===== config.mk =====
export PLATFORM = sky130hd
export DESIGN_NAME = demux1to16_capture_flat
export DESIGN_NICKNAME = d
export VERILOG_FILES = /design/src/rtl/demux1to16_capture_if.sv /design/src/rtl/demux1to16_capture.sv /design/src/flat_wrapper.sv
export SDC_FILE = /design/constraint.sdc
export NUM_CORES = 1
export LEC_CHECK = 0
export ABC_AREA = 1
export CAP_MARGIN = 0
export CORE_ASPECT_RATIO = 1.4
export CORE_MARGIN = 1
export CORE_UTILIZATION = 49
export DETAILED_ROUTE_END_ITERATION = 10
export PLACE_DENSITY = 0.92
export SLEW_MARGIN = 10
export SYNTH_ARGS = -nofsm -noshare
export SYNTH_HDL_FRONTEND = slang
export SYNTH_SLANG_ARGS = --single-unit

===== constraint.sdc =====
create_clock -name clk -period 1.66 [get_ports clk]
set_input_delay 0.332 -clock clk [delete_from_list [all_inputs] [get_ports clk]]
set_output_delay 0.332 -clock clk [all_outputs]
set_load 0.02 [all_outputs]

===== src/rtl/demux1to16_capture_if.sv =====
// Serial-to-word capture bus: serial write side plus the completed-word handshake.
interface demux1to16_capture_if;
  logic        din;
  logic        din_valid;
  logic        mode;
  logic [3:0]  select;
  logic        clear;
  logic        word_ready;
  logic [15:0] data_out;
  logic [15:0] fill_mask;
  logic        word_valid;
  logic [3:0]  bit_index;
  logic        overrun;

  modport master (
    output din, din_valid, mode, select, clear, word_ready,
    input  data_out, fill_mask, word_valid, bit_index, overrun
  );

  modport slave (
    input  din, din_valid, mode, select, clear, word_ready,
    output data_out, fill_mask, word_valid, bit_index, overrun
  );
endinterface


===== src/rtl/demux1to16_capture.sv =====
// 1-to-16 serial bit demultiplexer that assembles a 16-bit word, then holds it
// until the consumer releases it. Each bit position lives in its own cell.
module demux1to16_bit (
  input  logic clk,
  input  logic rst_n,
  input  logic clear,
  input  logic wr_en,
  input  logic rel,
  input  logic din,
  output logic d,
  output logic f
);
  // wr_en only fires in FILL and rel only in HOLD, so they never collide
  always_ff @(posedge clk or negedge rst_n) begin
    if (!rst_n) begin
      d <= 1'b0;
      f <= 1'b0;
    end else if (clear) begin
      d <= 1'b0;
      f <= 1'b0;
    end else if (wr_en) begin
      d <= din;
      f <= 1'b1;
    end else if (rel) begin
      f <= 1'b0;
    end
  end
endmodule

module demux1to16_capture (
  input  logic clk,
  input  logic rst_n,
  demux1to16_capture_if.slave bus
);
  typedef enum logic {FILL = 1'b0, HOLD = 1'b1} state_t;

  state_t      state, state_nxt;
  logic [3:0]  bit_idx;
  logic [3:0]  wr_idx;
  logic [15:0] wr_sel;
  logic [15:0] data_q;
  logic [15:0] fill_q;
  logic        accept;
  logic        rel;
  logic        complete;
  logic        ovr_q;

  always_comb begin
    wr_idx   = bus.mode ? bit_idx : bus.select;
    accept   = (state == FILL) && bus.din_valid && !bus.clear;
    rel      = (state == HOLD) && bus.word_ready && !bus.clear;
    wr_sel   = '0;
    if (accept) wr_sel[wr_idx] = 1'b1;
    complete = accept && (&(fill_q | wr_sel));
  end

  for (genvar i = 0; i < 16; i++) begin : g_bit
    demux1to16_bit u_bit (
      .clk   (clk),
      .rst_n (rst_n),
      .clear (bus.clear),
      .wr_en (wr_sel[i]),
      .rel   (rel),
      .din   (bus.din),
      .d     (data_q[i]),
      .f     (fill_q[i])
    );
  end

  always_ff @(posedge clk or negedge rst_n) begin
    if (!rst_n) state <= FILL;
    else        state <= state_nxt;
  end

  always_comb begin
    state_nxt = state;
    if (bus.clear) begin
      state_nxt = FILL;
    end else begin
      case (state)
        FILL:    if (complete)       state_nxt = HOLD;
        HOLD:    if (bus.word_ready) state_nxt = FILL;
        default: state_nxt = FILL;
      endcase
    end
  end

  // Counter only moves on accepted sequential writes; mode flips leave it alone
  always_ff @(posedge clk or negedge rst_n) begin
    if (!rst_n) begin
      bit_idx <= 4'd0;
      ovr_q   <= 1'b0;
    end else if (bus.clear) begin
      bit_idx <= 4'd0;
      ovr_q   <= 1'b0;
    end else begin
      if (rel)                    bit_idx <= 4'd0;
      else if (accept && bus.mode) bit_idx <= bit_idx + 4'd1;
      if ((state == HOLD) && bus.din_valid) ovr_q <= 1'b1;
    end
  end

  assign bus.data_out   = data_q;
  assign bus.fill_mask  = fill_q;
  assign bus.word_valid = (state == HOLD);
  assign bus.bit_index  = bit_idx;
  assign bus.overrun    = ovr_q;
endmodule


===== src/flat_wrapper.sv =====
// flat-port wrapper written by rule: the top's interface ports become plain ports
module demux1to16_capture_flat 
  (clk, rst_n, bus_din, bus_din_valid, bus_mode, bus_select, bus_clear, bus_word_ready, bus_data_out, bus_fill_mask, bus_word_valid, bus_bit_index, bus_overrun);
  demux1to16_capture_if bus_i ();
  input  logic clk;
  input  logic rst_n;
  input wire logic [$bits(bus_i.din)-1:0] bus_din;
  input wire logic [$bits(bus_i.din_valid)-1:0] bus_din_valid;
  input wire logic [$bits(bus_i.mode)-1:0] bus_mode;
  input wire logic [$bits(bus_i.select)-1:0] bus_select;
  input wire logic [$bits(bus_i.clear)-1:0] bus_clear;
  input wire logic [$bits(bus_i.word_ready)-1:0] bus_word_ready;
  output wire logic [$bits(bus_i.data_out)-1:0] bus_data_out;
  output wire logic [$bits(bus_i.fill_mask)-1:0] bus_fill_mask;
  output wire logic [$bits(bus_i.word_valid)-1:0] bus_word_valid;
  output wire logic [$bits(bus_i.bit_index)-1:0] bus_bit_index;
  output wire logic [$bits(bus_i.overrun)-1:0] bus_overrun;
  assign bus_i.din = bus_din;
  assign bus_i.din_valid = bus_din_valid;
  assign bus_i.mode = bus_mode;
  assign bus_i.select = bus_select;
  assign bus_i.clear = bus_clear;
  assign bus_i.word_ready = bus_word_ready;
  assign bus_data_out = bus_i.data_out;
  assign bus_fill_mask = bus_i.fill_mask;
  assign bus_word_valid = bus_i.word_valid;
  assign bus_bit_index = bus_i.bit_index;
  assign bus_overrun = bus_i.overrun;
  demux1to16_capture u_core (.clk(clk), .rst_n(rst_n), .bus(bus_i));
endmodule

==> results_dict.tcl <==
set metrics [dict create \
    cts_root_buffer "clkbuf_8" \
    run_status "finished with violations" \
    drv.max_cap_violation_count 0 \
    power.clock.fraction_pct 39.2 \
    timing_max_transition_violations_final 0 \
    ios 49 \
    worst_skew_pair.late_latency_ns 0.30 \
    r2r_setup_slack_ns -0.04 \
    ys.warnings.count 0 \
    post-synth-top-area-cell "dfrtp_1" \
    cp_data_required_time_ns 1.89 \
    cts.reportedPaths.clkPinSlew_ns 0.08 \
    power.total_mw 1.97 \
    failing_checks "negative setup slack" \
    core_area_mm2 0.00374 \
    post-route-drc-count 0 \
    layout.nets 317 \
    dr.pass1.iters 4 \
    rr_startpoint "u_core.bus.bit_index[2]" \
    power.share.sequential_pct 47.9 \
    post_drt_wl_per_cell_um 15.0 \
    clock_skew_ns 0.00809 \
    drt_wl_total_um 5220 \
    cellLeakagePower_nw 1.38 \
    worst_slew_margin_rel_pct 66.4 \
    yosys.area.top_type_share_pct 48.2 \
    rsz0062_at_grt "true" \
    finalCritPeriodShare_pct 106 \
    combPwrFrac_pct 12.9 \
    report.final.setup_viol 1 \
    area_delta_synth_final_pct 40.1 \
    netlist_top_cells_area "dfrtp_1 48%, nand2_1 13%, buf_4 12%" \
    globalRouteMet2Util_pct 39.6 \
    internal_power_mw 1.48 \
    syn_avg_cell_area_um2 7.83 \
    worstRegToRegCells 13 \
    timing.critical_path.fanout_max 4 \
    crit_path_end_kind "flop" \
    synth_sequential_area_ratio_pct 48.2 \
    antenna_found_initial 0 \
    grt_remaining_overflow 0 \
    routed_via_density 5.34 \
    setup.worst_path.start_class "primary input" \
    swShare_pct 25.0 \
    antennaDiodeCount 0 \
    timing.critical_path.arrival_ns 1.99 \
    start_util_pct 52.7 \
    vias_in_the_first_global_route 1688 \
    drtAntennaViolNets 0 \
    synth_fp_nets 264 \
    worst_hold_slack_ns 0.403 \
    netlist-cell-type-count 16 \
    die_width_um 55.6 \
    std_cell_rows 26 \
    syn_area_mm2 0.00197 \
    period_minus_slack_ns 1.76 \
    finish.utilization_pct 73.9 \
    post_synth_inst_count 252 \
    flip_flop_and_latch_count_after_synthesis 38 \
    grt_use_met3_pct 5.56 \
    timing.final.hold_violations 0 \
    grt_util_met1_pct 26.5 \
    floorplan_die_area_mm2 0.00429 \
    cts_inserted_buffers 5 \
    detailroute.via_count 1857 \
    drt-initial-drc-count 54 \
    clock_tree_buf_depth 2 \
    cts_hold_repair.buffers 0 \
    gp_congestion 0.946 \
    timing.setup.critical_path_class "in -> reg" \
    post_layout_nonfiller_instances 348 \
    cts.sinks 38 \
    post-dp-hpwl_um 3310 \
    least_margin_pin_slew_ns 0.503 \
    cts_tree "yes" \
    global_route_wire_length_before_repair_um 7640 \
    power.net_switching_uw 494 \
    crit_path_cell_chain "clkdlybuf4s50_1 -> inv_1 -> nand2_2 -> nand2_4 -> buf_4 -> and2_4 -> nand2_1 -> nand2_1 -> nand2_1 -> nor2_1 -> nand2_1 -> nor2_1 -> nor2_1 -> nor2_1" \
    worst_path_max_delay_cell "clkdlybuf4s50_1" \
    place.detailed.instances 335 \
    grt.busiest_layer "met2" \
    die_h_um 77.1 \
    port_buffers 48 \
    worst_r2r_endpoint "u_core.bus.word_valid" \
    worstHoldPathType "in -> async" \
    fin_ws_ns -0.104 \
    timing.critical_path.slowest_cell_delay_ns 0.41 \
    largest_net_degree_at_the_start_of_global_routing 39 \
    grt.total_usage_pct 22.9 \
    share_of_cells_above_drive_strength_1_pct 24.8 \
    power.density_mw_per_mm2 714 \
    vdd_drop_max_mv 0.738 \
    cts_htree_levels 2 \
    fmax_mhz 567 \
]
-- cell families (layout without fill, tap and decap cells) --
| family | count (synthesis) | in the layout | synth area share (%) |
|---|---|---|---|
| buffers and inverters | 65 | 119 | 18.5 |
| adders and majority gates | 1 | 1 | 0.634 |
| AOI/OAI and AO/OA | 39 | 39 | 10.1 |
| DFF | 38 | 38 | 48.2 |
| and+or+nand+nor | 109 | 109 | 22.6 |
-- cell usage after synthesis --
master and count:
a21oi_1 19, and2_4 1, buf_4 32, clkbuf_1 3, clkinv_1 1, dfrtp_1 38, ha_1 1, inv_1 28
inv_2 1, nand2_1 67, nand3_1 22, nand4_1 1, nor2_1 17, nor2_2 1, o21ai_0 19, o21ai_2 1
-- how the worst max path moves through the flow --
stage / from / endpoint / slack, ns / cells past startpoint
detailed placement: bus_mode / u_core.bus.word_valid / -0.53 / 14
floorplan: u_core.bus.word_valid / u_core.bus.word_valid / 0.07 / 11
CTS: bus_clear / u_core.bus.word_valid / -0.001 / 12
finish: bus_select[2] / u_core.bus.word_valid / -0.10 / 14
global route: bus_select[2] / u_core.bus.word_valid / -0.23 / 14
global placement: bus_mode / u_core.bus.word_valid / -0.41 / 12
-- layer usage --
layer	part of all wire, %	wire (um)
met3	5.3	278
met4	3.7	191
met2	53	2780
met5	0	0
met1	38	1970
-- final cells by class --
| type | instances | area (um2) |
|---|---|---|
| Tap cell | 42 | 52.6 |
| Multi-Input combinational cell | 149 | 781 |
| Sequential cell | 38 | 952 |
| Timing Repair Buffer | 81 | 757 |
| Clock inverter | 3 | 40.0 |
| Clock buffer | 5 | 68.8 |
| Inverter | 30 | 113 |
| Fill cell | 244 | 977 |
-- state kept, by name (all words and copies together) (netlist names) --
name                   flops
u_core.bus.overrun         1
u_core.bus.bit_index       4
u_core.bus.word_valid      1
u_core.g_bit.u_bit.d      16
u_core.g_bit.u_bit.f      16
-- cell usage in the layout, fill, tap and decap left out --
master	count
nor2_2	1
clkinv_1	1
nand3_1	20
ha_1	1
nand2_4	2
nor2_1	10
buf_6	1
a21oi_1	19
buf_4	30
inv_1	25
bufinv_16	1
buf_12	2
nor2_4	7
dlygate4sd2_1	4
clkdlybuf4s50_1	39
dfrtp_1	37
nand3_2	2
clkbuf_2	1
dlymetal6s2s_1	4
dfrtp_2	1
nand2_1	50
nand4_1	1
nand2_2	15
clkinv_2	2
inv_2	4
clkbuf_8	5
o21ai_4	1
o21ai_0	19
and2_4	1
-- worst max-delay path, delay by kind of cell --
family / cells / cell delay (ns)
buf+inv: 3 / 0.63
simple gates: 11 / 1.04
-- power by group through the flow --
stage / Clock [mW] / Combinational, mW / Sequential (mW)
CTS: 0.785 / 0.210 / 0.944
finish: 0.773 / 0.254 / 0.945
floorplan: 0 / 0.0959 / 0.964
global route: 0.820 / 0.272 / 0.946
detailed placement: 0 / 0.207 / 0.962
global placement: 0 / 0.201 / 0.962
-- what timing repair did --
action / CTS / global route
resized for setup: 10 / 42
buffers inserted: 0 / 5
endpoints found under the setup margin: 12 / 6
hold endpoints to repair: 0 / 0
pin swaps: 1 / 12
-- stage by stage --
stage	area, um2	TNS [ns]	setup slack [ns]
after detailed placement	2490	-9.56	-0.534
final	2760	-0.104	-0.104
after global placement	2490	-7.08	-0.412
after CTS	2610	-0.00121	-0.00121
after global routing	2760	-0.226	-0.226
after floorplan	1970	0	0.0684
Power figures use the tool's default switching activity.
